[src/rtl/lr_pkg.sv]
// Shared types and constants for the logistic-regression pixel pipeline.
// Pixel width and window geometry are fixed here so every stage agrees on them.
package lr_pkg;

    localparam int PIX_W = 7;
    localparam int WIN   = 9;
    localparam int NFEAT = WIN * WIN;
    localparam int NLB   = WIN - 1;

    typedef logic [PIX_W-1:0] pix_t;

endpackage

[src/rtl/linebuf_row.sv]
// One image line of pixel delay: a circular RAM read and written at the same pointer,
// so a pixel written on an enabled cycle reappears DEPTH enabled cycles later.
module linebuf_row
    import lr_pkg::*;
#(
    parameter  int DEPTH = 28,
    localparam int PTR_W = $clog2(DEPTH)
) (
    input  logic             clk,
    input  logic             en,
    input  logic [PTR_W-1:0] ptr,
    input  pix_t             wr_data,
    output pix_t             rd_data
);

    pix_t mem_q [DEPTH];

    // Read returns the pixel stored one line ago, before this cycle's write lands.
    assign rd_data = mem_q[ptr];

    // NOTE: the RAM has no reset; every slot is rewritten before it reaches a valid window.
    always_ff @(posedge clk) begin
        if (en) begin
            mem_q[ptr] <= wr_data;
        end
    end

endmodule

[src/rtl/linebuffer_window9.sv]
// Streaming 9x9 window generator: eight line delays feed the right-hand column of a
// register window that shifts left on every accepted pixel.
module linebuffer_window9
    import lr_pkg::*;
#(
    parameter  int IMG_W = 28,
    parameter  int IMG_H = 28,
    localparam int COL_W = $clog2(IMG_W),
    localparam int ROW_W = $clog2(IMG_H)
) (
    input  logic             clk,
    input  logic             rst,
    input  logic             in_valid,
    input  logic             in_sof,
    input  pix_t             in_data,
    output pix_t             xarray [0:NFEAT-1],
    output logic             win_valid,
    output logic [ROW_W-1:0] win_row,
    output logic [COL_W-1:0] win_col,
    output logic             frame_done
);

    logic [ROW_W-1:0] row_q, row_d;
    logic [COL_W-1:0] col_q, col_d;
    logic [COL_W-1:0] ptr_q, ptr_d;
    pix_t             win_q [0:NFEAT-1];
    pix_t             win_d [0:NFEAT-1];
    logic             win_valid_q, win_valid_d;
    logic [ROW_W-1:0] win_row_q, win_row_d;
    logic [COL_W-1:0] win_col_q, win_col_d;
    logic             frame_done_q, frame_done_d;

    pix_t             lb_in  [NLB];
    pix_t             lb_out [NLB];
    pix_t             col_in [WIN];

    logic [ROW_W-1:0] cur_row;
    logic [COL_W-1:0] cur_col;
    logic             last_row, last_col;

    assign lb_in[0] = in_data;

    for (genvar n = 0; n < NLB; n++) begin : g_lb
        if (n > 0) begin : g_chain
            assign lb_in[n] = lb_out[n-1];
        end
        linebuf_row #(.DEPTH(IMG_W)) u_row (
            .clk     (clk),
            .en      (in_valid),
            .ptr     (ptr_q),
            .wr_data (lb_in[n]),
            .rd_data (lb_out[n])
        );
    end

    // Window row r8 takes the live pixel; row r receives the output of line delay 7-r.
    always_comb begin
        for (int r = 0; r < WIN; r++) begin
            col_in[r] = (r == WIN - 1) ? in_data : lb_out[WIN-2-r];
        end
    end

    // A start-of-frame pixel is placed at (0,0) regardless of where the counters were.
    assign cur_row  = in_sof ? '0 : row_q;
    assign cur_col  = in_sof ? '0 : col_q;
    assign last_row = (cur_row == ROW_W'(IMG_H - 1));
    assign last_col = (cur_col == COL_W'(IMG_W - 1));

    // NOTE: every variable gets its hold value first so no path leaves one unassigned (no latch).
    always_comb begin
        row_d        = row_q;
        col_d        = col_q;
        ptr_d        = ptr_q;
        win_d        = win_q;
        win_valid_d  = 1'b0;
        win_row_d    = win_row_q;
        win_col_d    = win_col_q;
        frame_done_d = 1'b0;

        if (in_valid) begin
            ptr_d = (ptr_q == COL_W'(IMG_W - 1)) ? '0 : ptr_q + 1'b1;

            if (last_col) begin
                col_d = '0;
                row_d = last_row ? '0 : cur_row + 1'b1;
            end else begin
                col_d = cur_col + 1'b1;
                row_d = cur_row;
            end

            frame_done_d = last_row && last_col;

            // Windows whose left columns would come from the previous line are never flagged.
            win_valid_d = (cur_row >= ROW_W'(WIN - 1)) && (cur_col >= COL_W'(WIN - 1));
            if (win_valid_d) begin
                win_row_d = cur_row;
                win_col_d = cur_col;
            end

            for (int r = 0; r < WIN; r++) begin
                for (int c = 0; c < WIN - 1; c++) begin
                    win_d[r*WIN+c] = win_q[r*WIN+c+1];
                end
                win_d[r*WIN+WIN-1] = col_in[r];
            end
        end
    end

    // NOTE: state registers use non-blocking assignments so all flops update together.
    always_ff @(posedge clk or posedge rst) begin
        if (rst) begin
            row_q        <= '0;
            col_q        <= '0;
            ptr_q        <= '0;
            win_q        <= '{default: '0};
            win_valid_q  <= 1'b0;
            win_row_q    <= '0;
            win_col_q    <= '0;
            frame_done_q <= 1'b0;
        end else begin
            row_q        <= row_d;
            col_q        <= col_d;
            ptr_q        <= ptr_d;
            win_q        <= win_d;
            win_valid_q  <= win_valid_d;
            win_row_q    <= win_row_d;
            win_col_q    <= win_col_d;
            frame_done_q <= frame_done_d;
        end
    end

    assign xarray     = win_q;
    assign win_valid  = win_valid_q;
    assign win_row    = win_row_q;
    assign win_col    = win_col_q;
    assign frame_done = frame_done_q;

endmodule

[config.mk]
export PLATFORM = sky130hd
export DESIGN_NAME = linebuffer_window9
export DESIGN_NICKNAME = d
export VERILOG_FILES = /design/src/rtl/lr_pkg.sv /design/src/rtl/linebuf_row.sv /design/src/rtl/linebuffer_window9.sv
export SDC_FILE = /design/constraint.sdc
export NUM_CORES = 2
export LEC_CHECK = 0
export BUFFER_PORTS_ARGS = -buffer_cell sky130_fd_sc_hd__buf_2
export CAP_MARGIN = 20
export CORE_ASPECT_RATIO = 1.5
export CORE_MARGIN = 2
export CORE_UTILIZATION = 55
export CTS_CLUSTER_SIZE = 40
export DETAILED_ROUTE_END_ITERATION = 16
export GPL_TIMING_DRIVEN = 0
export PLACE_DENSITY = 0.74
export SLEW_MARGIN = 20
export SYNTH_ARGS = -nofsm -noshare
export SYNTH_HDL_FRONTEND = slang
export SYNTH_SLANG_ARGS = --single-unit
[constraint.sdc]
create_clock -name clk -period 36.5 [get_ports clk]
set_input_delay 1.825 -clock clk [delete_from_list [all_inputs] [get_ports clk]]
set_output_delay 1.825 -clock clk [all_outputs]
set_load 0.05 [all_outputs]
After elaboration in Yosys (flattened, before gate mapping). Memories as Yosys holds them, arrays and structs flattened. A register that Yosys moved wholly into a read port is not among the register bits. Index checks and enable logic that the tools add are counted.

Register bits: 587. Bits in writable memories: 1568. Bits of input ports: 11. Output and inout port bits: 579. Word-level logic and storage cells: 116. Memories: 8.

Add/sub/neg operators: 3. Order comparisons: 2. Eq/ne operators: 3. Muxes and demuxes: 10. Reductions and logical operators: 3.

Memories: g_lb[0].u_row.mem_q (depth 28, width 7, read ports 1, clocked after Yosys merged registers in 0, write ports 1, line linebuf_row.sv:16) `pix_t mem_q [DEPTH];`; g_lb[1].u_row.mem_q (depth 28, width 7, read ports 1, clocked after Yosys merged registers in 0, write ports 1, line linebuf_row.sv:16); g_lb[2].u_row.mem_q (depth 28, width 7, read ports 1, clocked after Yosys merged registers in 0, write ports 1, line linebuf_row.sv:16); g_lb[3].u_row.mem_q (depth 28, width 7, read ports 1, clocked after Yosys merged registers in 0, write ports 1, line linebuf_row.sv:16); g_lb[4].u_row.mem_q (depth 28, width 7, read ports 1, clocked after Yosys merged registers in 0, write ports 1, line linebuf_row.sv:16); g_lb[5].u_row.mem_q (depth 28, width 7, read ports 1, clocked after Yosys merged registers in 0, write ports 1, line linebuf_row.sv:16); +2 memories.

Operator list (number): $mux 5 (6); $add 5x1->5 const B (3); $eq 5x5->1 const B (3); $ge 5x4->1 const B (2); $mux 1 (4); $logic_and 1x1->1 (2); $reduce_and 2->1 (1).

Longest topological paths before layout.
Depth in word-level cells: 4. Gate-level depth with buffers: 9. Mapped depth without buffers: 4.

By module. From an unflattened synthesis, not the netlist that was laid out.

Cell total of the unflattened synthesis: 4578. Area, all modules: 84488.5 um^2.

By module, submodules not included: linebuf_row (times used 8, cells each 407, area an instance 7778.7 um^2, sequential area each 5885.6 um^2); linebuffer_window9 (times used 1, cells each 1322, area an instance 22258.8 um^2, sequential area each 14864.3 um^2).

Worst setup path before layout. OpenSTA, ideal clock, no wires.

Kind: input to register. From: in in_valid. To: mem g_lb[0].u_row.mem_q[25][0] in the netlist's numbering (enable). Library setup time: 0.539 ns. Arrival time: 6.790 ns. Data required time: 35.961 ns. Slack: 29.171 ns. Cell stages on the path: 6. Buffers on the path: 4. Cell sequence: buf_2 > clkbuf_1 > clkbuf_1 > clkbuf_1 > nand2_1 > nor3_1.

Longest elaborated chain between the ends: 2.

Ends and longest elaborated chain: start: declaration (line linebuffer_window9.sv:13) `input logic in_valid,`; $mux 1 (line linebuf_row.sv:23) `if (en) begin`; $mux 1 (implied by the code) (line linebuf_row.sv:24) `mem_q[ptr] <= wr_data;`; end: declaration (line linebuf_row.sv:16).

No other way between the ends.

Worst setup path in the final report.
From: in in_valid. To: mem g_lb[4].u_row.mem_q[24][6] in the netlist's numbering (enable).

Longest elaborated chain between the ends: 2.

Ends and longest elaborated chain (line): $mux 1 (linebuf_row.sv:23); $mux 1 (implied by the code) (linebuf_row.sv:24); end: declaration (linebuf_row.sv:16).

No other way between the ends.

==> results.md <==
- Core area: 148000 µm²
- Max clock buf depth: 3
- Initial antenna violation count: 15
- 1st-iter DRT viols: 5263
- # hold bufs at CTS: 0
- Commonest cells post-synth: edfxtp_1, dfrtp_1, mux2_2, mux2i_1, mux4_2
- Final Skew: 31.9 ps
- Synth Area in XOR/XNOR: 0.000214
- Mux cell area share after synthesis: 0.175
- Setup crit end kind: register
- Endpoints failing hold: 0
- First-pass GRT wire length: 330000 µm
- Most frequent cell after synthesis: edfxtp_1
- CTS Sinks: 2162
- Yosys Warn Count: 0
- Final min period: about 6500 ps
- Vias in the first global route: 45600
- Max cap viols: 0
- CP required: 37020 ps
- Max_slew headroom: 0.188
- TritonRoute pass-1 iters: 7
- Sequential share of power: 0.404
- Avg Cell Area, Syn: around 20 µm²
- Clock root cell: clkbuf_16
- Fin. max-slew vios: 0
- TritonCTS Buffers: 183
- P_int: 0.00593 W
- CP max stage cell: nor3_2
- P_sw: 0.00416 W
- Largest area contributor in the netlist: edfxtp_1
- Top-area cell type share of the netlist area: 0.576
- # DRC: 0
- Sw Ratio: 0.412
- Crit Path Class: input pin to register
- Hpwl dp: 165000 µm
- Clk pwr share: 0.202
- Crit path max fanout: 10
- GP Congestion: 0.877
- Area share of and/or/nand/nor cells after synthesis: 0.0168
- Final setup violating endpoints: 0
- Largest family of logic cells by synthesized area: multiplexers
- Leak Pwr: 34.7 nW
- P&R area growth vs syn: 17.5%
- Boundary Pins: 590
- Worst-path clk slew: 60 ps
- Hold crit path type: register to register
- Vias per cell: roughly 6.4
- Top_reg_cell synth: edfxtp_1
- Largest net degree at the start of global routing: 112
- Final core occ: 0.650
- Fraction of layout cells with a size suffix above 1: 0.376
- Setup TNS: 0 ps
- Clk_lat worst skew: 830 ps
- Crit path DAT: about 7000 ps
- Critical path cell sequence: buf_2 > clkbuf_1 > clkbuf_1 > clkbuf_1 > nand2_1 > nor3_2 > buf_6 > buf_4 > buf_4 > buf_4 > buf_4
- RSZ-0062 raised after global routing: false
- Synthesized flop and latch total: 2162
- Post-CTS setup buffers: 0
- Cell variety after synth: 63
- Post-synth EDFFs: 1568
- Final wirelength: 234000 µm
- Final net count: between 5000 and 6000
- Mapped cell area: 81800 µm²
- Register area share after synthesis: 0.757
- Die height: 476 µm
- Row count: between 150 and 200
- Number of port buffers: 588
- Crit-path most repeated cell: buf_4
- Max Fclk: approximately 150 MHz
- Die width: 319 µm
- DR WL/cell: 32.7 µm
- Outcome: complete, no violations
- Pwr dens: 105 nW/µm²
- Gate Count Post-Synth: 4158
- Total global routing overflow: 0
- Syn Nets: 4175
- Die area: 152000 µm²
- Post-cts sizing count: 0
- Slowest stage delay, CP: between 800 and 900 ps
- Adder-Cell Fraction of Synth Area: 0.000918
- H-tree depth: 4
- Combinational power share: 0.393
- Asr flop ratio synth: 0.275
- GRT Overall Usage: 0.307
- Worst slew pin tran: 1220 ps
- Initial Util: 0.553
- Synth top area cells: edfxtp_1, dfrtp_1, mux2_2
- Tcrit/Tclk final: 0.179
- Compound-gate portion of the synthesized area: 0.0350
- TritonCTS clock tree: yes
- ANT nets after route: 0
- Worst vdd ir: 0.0000740 V
- DR vias: 45500
- CP Launch Type: input pin
final timing paths:
kind	start	endpoint	slack, ps	cells past startpoint
min	win_col[3]	win_col[3]	490	2
max in group asynchronous	rst	xarray[277]	33520	5
max	in_valid	g_lb[4].u_row.mem_q[24][6]	29980	11
max reg2reg	ptr_q[1]	g_lb[6].u_row.mem_q[17][5]	31610	7
min in group asynchronous	rst	xarray[149]	1040	2
min reg2reg	win_col[3]	win_col[3]	490	2
critical path, delay by kind of cell:
family | cells | cell delay (ps)
buffers and inverters | 9 | 3580
and+or+nand+nor | 2 | 1590
layer usage:
| layer | vias up | part of all wire | GRT usage |
|---|---|---|---|
| met1 | 23400 | 0.32 | 0.344 |
| li1 | 18400 | - | - |
| met5 | - | 0.00026 | 0 |
| met4 | 10 | 0.076 | 0.204 |
| met3 | 750 | 0.098 | 0.0699 |
| met2 | 2882 | 0.51 | 0.525 |
power groups by stage:
stage / Combinational (W) / Sequential, W / Clock (W)
4_1_cts: 0.00393 / 0.00407 / 0.00205
2_1_floorplan: 0.00150 / 0.00506 / 0
3_5_place_dp: 0.00392 / 0.00412 / 0
3_3_place_gp: 0.00374 / 0.00412 / 0
6_report: 0.00397 / 0.00408 / 0.00204
5_1_grt: 0.00409 / 0.00412 / 0.00214
cells in the final DEF (no fill, tap or decap), types with 8 or more instances in the layout:
| master | n |
|---|---|
| edfxtp_1 | 1568 |
| buf_2 | 692 |
| dfrtp_1 | 594 |
| mux2_2 | 520 |
| mux2i_1 | 351 |
| mux4_2 | 218 |
| clkbuf_16 | 195 |
| o22ai_1 | 130 |
| clkbuf_1 | 127 |
| nand2_1 | 70 |
| nor2_1 | 68 |
| a31oi_1 | 51 |
| buf_16 | 48 |
| a22o_1 | 47 |
| buf_4 | 45 |
| a22oi_1 | 38 |
| a211oi_1 | 35 |
| buf_12 | 35 |
| a221oi_2 | 28 |
| clkbuf_8 | 26 |
| nand3_1 | 24 |
| nor2_4 | 24 |
| clkinv_2 | 23 |
| buf_6 | 22 |
| bufinv_16 | 18 |
| o21ai_0 | 15 |
| clkinv_1 | 15 |
| inv_1 | 13 |
| nor4_1 | 13 |
| a21oi_1 | 11 |
| buf_1 | 9 |
| buf_8 | 8 |
| nor2b_1 | 8 |
| nor4_2 | 8 |
sequential cells by signal, summed over array words and instances (netlist names):
signal	count
win_row	5
frame_done	1
row_q	5
win_col	5
xarray	567
win_valid	1
g_lb.u_row.mem_q	1568
ptr_q	5
col_q	5
cell families after synthesis:
family	count (synthesis)
AOI/OAI and AO/OA	379
xor gates and xnor gates	2
adders and majority gates	6
buffers and inverters	246
DFF	2162
muxes	1089
and+or+nand+nor	274
metrics by stage:
| stage | cell area, µm² | total power, W | setup WS [ps] | hold WS, ps | instances |
|---|---|---|---|---|---|
| 6_report | 96200 | 0.0101 | 29980 | 485 | 7141 |
| 5_1_grt | 96200 | 0.0104 | 30070 | 516 | 7139 |
| 2_1_floorplan | 81800 | 0.00656 | 18050 | 472 | 4158 |
| 4_1_cts | 96100 | 0.0101 | 30180 | 495 | 7137 |
| 3_3_place_gp | 87200 | 0.00786 | 11320 | 473 | 6671 |
| 3_5_place_dp | 89800 | 0.00804 | 29330 | 481 | 6797 |
final cells by class:
class                           instances  area, µm²
Antenna cell                            3       7.51
Buffer                                231       1200
Clock buffer                          265       5410
Clock inverter                         75        896
Fill cell                            9549      51700
Inverter                               15       63.8
Multi-Input combinational cell       1750      18900
Sequential cell                      2162      61900
Tap cell                             1925       2410
Timing Repair Buffer                  715       5350
Note: power is estimated with default switching activity, not from simulation.
